$ cat src/rtl/hpc_ops.sv
// Op-code constants shared by the instruction decoder and the PC sequencer.
// Guarded so it can be compiled standalone or pulled into other sources.
`ifndef HPC_OPS_SVH
`define HPC_OPS_SVH

`define HPC_OP_HOLD 3'd0
`define HPC_OP_INC  3'd1
`define HPC_OP_LOAD 3'd2
`define HPC_OP_REL  3'd3
`define HPC_OP_CALL 3'd4
`define HPC_OP_RET  3'd5

`endif

$ cat src/rtl/hpc_stack_seq_pkg.sv
// Shared types for the PC sequencer: the op-code enum built from the shared
// op-code header, plus a helper to size the stack occupancy count.
`ifndef HPC_OPS_SVH
`include "hpc_ops.sv"
`endif

package hpc_stack_seq_pkg;

    typedef enum logic [2:0] {
        OP_HOLD = `HPC_OP_HOLD,
        OP_INC  = `HPC_OP_INC,
        OP_LOAD = `HPC_OP_LOAD,
        OP_REL  = `HPC_OP_REL,
        OP_CALL = `HPC_OP_CALL,
        OP_RET  = `HPC_OP_RET
    } hpc_op_e;

    // Occupancy needs one extra bit so that "completely full" is representable.
    function automatic int depth_width(input int entries);
        return $clog2(entries) + 1;
    endfunction

endpackage

$ cat src/rtl/hpc_ret_stack.sv
// Return-address stack: register array plus occupancy pointer, with
// registered full/empty flags that move on the same edge as depth.
module hpc_ret_stack
    import hpc_stack_seq_pkg::*;
#(
    parameter int WIDTH = 16,
    parameter int DEPTH = 8
) (
    input  logic                            clock,
    input  logic                            reset,
    input  logic                            push,
    input  logic                            pop,
    input  logic [WIDTH-1:0]                push_data,
    output logic [WIDTH-1:0]                top,
    output logic [depth_width(DEPTH)-1:0]   depth,
    output logic                            full,
    output logic                            empty
);

    localparam int AW = $clog2(DEPTH);
    localparam int DW = depth_width(DEPTH);
    localparam logic [DW-1:0] DEPTH_MAX = DW'(DEPTH);

    logic [WIDTH-1:0] mem [DEPTH];
    logic [DW-1:0]    depth_reg, depth_next;
    logic             full_reg, full_next;
    logic             empty_reg, empty_next;
    logic [AW-1:0]    wr_ptr;
    logic [AW-1:0]    top_ptr;

    // Low bits of depth index the next free slot; minus one (wrapping) is the top.
    assign wr_ptr  = depth_reg[AW-1:0];
    assign top_ptr = depth_reg[AW-1:0] - AW'(1);

    always_comb begin
        depth_next = depth_reg;
        if (push && !full_reg) begin
            depth_next = depth_reg + DW'(1);
        end else if (pop && !empty_reg) begin
            depth_next = depth_reg - DW'(1);
        end
        full_next  = (depth_next == DEPTH_MAX);
        empty_next = (depth_next == '0);
    end

    always_ff @(posedge clock or posedge reset) begin
        if (reset) begin
            depth_reg <= '0;
            full_reg  <= 1'b0;
            empty_reg <= 1'b1;
        end else begin
            depth_reg <= depth_next;
            full_reg  <= full_next;
            empty_reg <= empty_next;
        end
    end

    // Storage is deliberately not reset; only entries below depth are meaningful.
    for (genvar gi = 0; gi < DEPTH; gi++) begin : g_entry
        always_ff @(posedge clock) begin
            if (push && !full_reg && (wr_ptr == AW'(gi))) begin
                mem[gi] <= push_data;
            end
        end
    end

    assign top   = mem[top_ptr];
    assign depth = depth_reg;
    assign full  = full_reg;
    assign empty = empty_reg;

endmodule

$ cat src/rtl/hpc_stack_seq.sv
// Program-counter sequencer with relative branches, stall, and a hardware
// return-address stack with sticky overflow/underflow fault flags.
`ifndef HPC_OPS_SVH
`include "hpc_ops.sv"
`endif

module hpc_stack_seq
    import hpc_stack_seq_pkg::*;
#(
    parameter int              WIDTH        = 16,
    parameter int              DEPTH        = 8,
    parameter logic [WIDTH-1:0] RESET_VECTOR = '0
) (
    input  logic                            clock,
    input  logic                            reset,
    input  logic                            en,
    input  logic [2:0]                      op,
    input  logic [WIDTH-1:0]                in,
    input  logic                            err_clear,
    output logic [WIDTH-1:0]                out,
    output logic [depth_width(DEPTH)-1:0]   depth,
    output logic                            full,
    output logic                            empty,
    output logic                            err_ovf,
    output logic                            err_unf
);

    logic [WIDTH-1:0] pc_reg, pc_next;
    logic             err_ovf_reg, err_ovf_next;
    logic             err_unf_reg, err_unf_next;
    logic             push, pop;
    logic [WIDTH-1:0] ret_addr;
    logic [WIDTH-1:0] pc_plus_one;
    logic             stk_full, stk_empty;

    assign pc_plus_one = pc_reg + WIDTH'(1);

    hpc_ret_stack #(
        .WIDTH (WIDTH),
        .DEPTH (DEPTH)
    ) u_ret_stack (
        .clock     (clock),
        .reset     (reset),
        .push      (push),
        .pop       (pop),
        .push_data (pc_plus_one),
        .top       (ret_addr),
        .depth     (depth),
        .full      (stk_full),
        .empty     (stk_empty)
    );

    always_comb begin
        pc_next      = pc_reg;
        err_ovf_next = err_ovf_reg;
        err_unf_next = err_unf_reg;
        push         = 1'b0;
        pop          = 1'b0;
        if (en) begin
            // Clear first so a fault raised by this same op overrides it.
            if (err_clear) begin
                err_ovf_next = 1'b0;
                err_unf_next = 1'b0;
            end
            case (hpc_op_e'(op))
                OP_INC:  pc_next = pc_plus_one;
                OP_LOAD: pc_next = in;
                OP_REL:  pc_next = pc_reg + in;
                OP_CALL: begin
                    if (stk_full) begin
                        err_ovf_next = 1'b1;
                    end else begin
                        push    = 1'b1;
                        pc_next = in;
                    end
                end
                OP_RET: begin
                    if (stk_empty) begin
                        err_unf_next = 1'b1;
                    end else begin
                        pop     = 1'b1;
                        pc_next = ret_addr;
                    end
                end
                default: pc_next = pc_reg;
            endcase
        end
    end

    always_ff @(posedge clock or posedge reset) begin
        if (reset) begin
            pc_reg      <= RESET_VECTOR;
            err_ovf_reg <= 1'b0;
            err_unf_reg <= 1'b0;
        end else begin
            pc_reg      <= pc_next;
            err_ovf_reg <= err_ovf_next;
            err_unf_reg <= err_unf_next;
        end
    end

    assign out     = pc_reg;
    assign full    = stk_full;
    assign empty   = stk_empty;
    assign err_ovf = err_ovf_reg;
    assign err_unf = err_unf_reg;

endmodule

$ cat config.mk
export PLATFORM = sky130hd
export DESIGN_NAME = hpc_stack_seq
export DESIGN_NICKNAME = d
export VERILOG_FILES = /design/src/rtl/hpc_stack_seq_pkg.sv /design/src/rtl/hpc_ret_stack.sv /design/src/rtl/hpc_stack_seq.sv
export VERILOG_INCLUDE_DIRS = /design/src /design/src/rtl
export SDC_FILE = /design/constraint.sdc
export NUM_CORES = 1
export LEC_CHECK = 0
export CORE_MARGIN = 8
export CORE_UTILIZATION = 36
export DETAILED_ROUTE_END_ITERATION = 12
export GPL_ROUTABILITY_DRIVEN = 1
export PLACE_DENSITY = 0.56
export SYNTH_ARGS = -nofsm -noshare
export SYNTH_HDL_FRONTEND = slang
export SYNTH_SLANG_ARGS = --single-unit
$ cat constraint.sdc
create_clock -name clock -period 2.9 [get_ports clock]
set_input_delay 0.435 -clock clock [delete_from_list [all_inputs] [get_ports clock]]
set_output_delay 0.435 -clock clock [all_outputs]
set_load 0.01 [all_outputs]
==> metrics.md <==
| Metric | Value |
|---|---|
| Mapped Cells | `511` |
| Post-route cell area | `9178 µm²` |
| DRT antenna net count | `0` |
| Avg Inst Size Synth | `14.68 µm²` |
| Leading area contributor after synthesis | `edfxtp_1` |
| Fmax | `389.8 MHz` |
| Crit-path max FO | `26` |
| Port Buf Inserts | `46` |
| Drt drc | `0` |
| Sw Pwr | `3037 µW` |
| Layout Cells excl Fill | `879` |
| GR Overflow Total | `0` |
| Root Buffer | `clkbuf_16` |
| Initial antenna violation count | `0` |
| Syn_nets | `558` |
| Post-detail-place hpwl | `12430 µm` |
| Post-Route WL | `17970 µm` |
| Endpoints failing setup | `0` |
| Dpl cell area | `8593 µm²` |
| Power Total | `8770 µW` |
| Worst Setup Start Kind | `register` |
| Max-cap violations | `0` |
| EDFF count, synth | `128` |
| RSZ-0062 raised after global routing | `false` |
| Pint | `5733 µW` |
| Post-CTS Setup Repair Bufs | `0` |
| Sw frac | `34.63%` |
| DRT iter0 DRCs | `459` |
| Vias in the first global route | `4752` |
| Clk_lat worst skew | `0.42 ns` |
| Share of layout cells above drive strength 1 | `17.88%` |
| Routed len/inst | `20.44 µm` |
| Worst setup margin | `0.3347 ns` |
| Setup slack at placement | `-0.09403 ns` |
| Dpl cells | `847` |
| DR vias | `4652` |
| CP Launch Point | `u_ret_stack.depth[1]` |
| Worst Hold Class | `in -> async` |
| Setup Crit Path Kind | `reg -> reg` |
| Final Hold Vio Count | `0` |
| Core Area | `20760 µm²` |
| CP endpoint kind | `register` |
| Largest register FFs | `128` |
| GRT Util Overall | `14.19%` |
| Worst Tran Pin Value | `0.7786 ns` |
| DR vias/cell | `5.292` |
| Pwr/cell area | `955.5 nW/µm²` |
| Outcome | `finished, final reports clean` |
| Pins Over Slew Limit | `0` |
| Initial Util | `36.13%` |
| Tmin final | `2.565 ns` |
| Num CTS Buffers | `17` |
| Number of synthesized register bits | `152` |
| Clock sinks | `152` |
| Comb pwr share | `40.9%` |
| Synth cell types | `63` |
| Worst reg-to-reg path cell count | `8` |
| Synth async-reset ratio | `15.79%` |
| Max VDD drop | `451.0 µV` |
| Seq/Total Area, Yosys | `59.28%` |
| Pin count of the biggest net entering global routing | `36` |
| Cts hold-fix bufs | `0` |
| Synth area leaders | `edfxtp_1 51%, dfrtp_1 7.7%, mux4_2 6.3%` |
| WP data required | `3.21 ns` |
| Synth Cell Area | `7500 µm²` |
| Reg-to-Reg Start | `u_ret_stack.depth[1]` |
| Clock Skews | `0.01020 ns` |
| Worst Path Arrival | `2.87 ns` |
| CTS HTree Levels | `4` |
| CTS Buffer Depth | `2` |
| CTS resizes | `0` |
| Flop pwr share | `34.5%` |
| Synth top area share | `51.25%` |
| Top Ports | `47` |
| Die area | `25710 µm²` |
| Clk pin slew, worst setup/hold paths | `0.06 ns` |
| Syn. warnings | `0` |
| Post-synth top cells | `128 x edfxtp_1, 29 x nand2_1, 25 x a21oi_1` |
| Row cnt | `53` |
| Fillers | `1848` |
| Synthesis-to-finish area growth | `22.37%` |
| Final #Nets | `638` |
| First-pass DRT Iterations | `5` |
| Die Y | `160.3 µm` |
| Leak | `0.003285 µW` |
| Main synth FF type | `edfxtp_1` |
| Diode count | `0` |
| Fin crit share | `88.46%` |
| Clock share of power | `24.6%` |
| Most frequent cell after synthesis | `edfxtp_1` |
| First-pass GRT wire length | `28110 µm` |
| Routability congestion estimate from global placement | `0.8116` |
| Setup TNS | `0 ns` |
| Max_slew headroom | `47.72%` |
| CTS tree | `done` |
| Die extent in x | `160.3 µm` |
[final timing paths]
kind	to	slack, ns
max	out[4]	0.33
min	err_unf	0.39
max reg2reg	out[4]	0.33
min reg2reg	err_unf	0.52
max in group asynchronous	u_ret_stack.empty	2.20
min in group clock	err_unf	0.52
[kinds of logic (layout without fill, tap and decap cells)]
group / Yosys count / after routing / synth area share (%)
adders and majority gates: 24 / 24 / 4.104
DFF: 152 / 152 / 59.28
buffers and inverters: 36 / 129 / 2.553
xor gates and xnor gates: 28 / 28 / 3.370
AOI/OAI and AO/OA: 105 / 105 / 9.977
and+or+nand+nor: 115 / 115 / 7.958
muxes: 51 / 51 / 12.76
[power groups by stage]
stage	clock network [µW]	logic, µW	registers, µW
finish	2160	3590	3020
global route	2300	3900	3050
CTS	2210	3630	3020
detailed placement	0	3610	3070
global placement	0	3550	3060
floorplan	0	2290	3080
[layout make-up]
class | count | area, µm² | share of cell area (%)
inverter | 11 | 41.29 | 0.4499
multi-input combinational | 323 | 2863 | 31.19
tap | 275 | 344.1 | 3.749
clock inverter | 14 | 155.1 | 1.691
clock buffer | 18 | 429.2 | 4.676
sequential | 152 | 4447 | 48.45
timing repair buffer | 86 | 898.4 | 9.789
[per-stage QoR]
| step | hold slack, ns | util (%) |
|---|---|---|
| finish | 0.3929 | 44.22 |
| global route | 0.4147 | 44.22 |
| CTS | 0.3883 | 44.22 |
| detailed placement | 0.4879 | 41.40 |
| global placement | 0.4824 | 41.40 |
| floorplan | 0.4489 | - |
[routing by layer]
| layer | GRT usage (%) | part of all wire, % | up-vias |
|---|---|---|---|
| met5 | 0 | 0 | - |
| met4 | 5.947 | 2.1 | 0 |
| met3 | 2.329 | 4.2 | 19 |
| met2 | 23.21 | 49 | 119 |
| met1 | 18.44 | 45 | 2316 |
| li1 | - | - | 2198 |
[placed cells by master (no fill, tap or decap), types with 5 or more instances in the layout]
master           synthesis  routed
edfxtp_1               128     128
clkdlybuf4s50_1          0      46
nand2_1                 29      29
buf_4                    1      29
a21oi_1                 25      25
nor2_1                  23      23
ha_1                    23      23
dfrtp_1                 23      22
mux4_2                  21      21
o21ai_0                 19      19
xnor2_1                 19      19
clkbuf_16                0      17
mux2i_1                 15      15
and3_1                  14      14
inv_1                   11      11
nand3_1                 11      11
mux4_1                  11      11
buf_12                   1      11
xor2_1                   8       8
nor2b_1                  7       7
and2_1                   6       6
o22ai_1                  6       6
a31oi_1                  6       6
a211oi_1                 5       5
and4_1                   5       5
a221oi_1                 5       5
[worst max-delay path: stages, from the launching register on]
cell and delay (ns):
dfrtp_1 0.46, inv_1 0.15, ha_1 0.38, buf_12 0.21
mux4_2 0.31, mux2i_1 0.28, nor2_1 0.09, a2111o_1 0.30
a32o_1 0.25
Power figures use the tool's default switching activity.
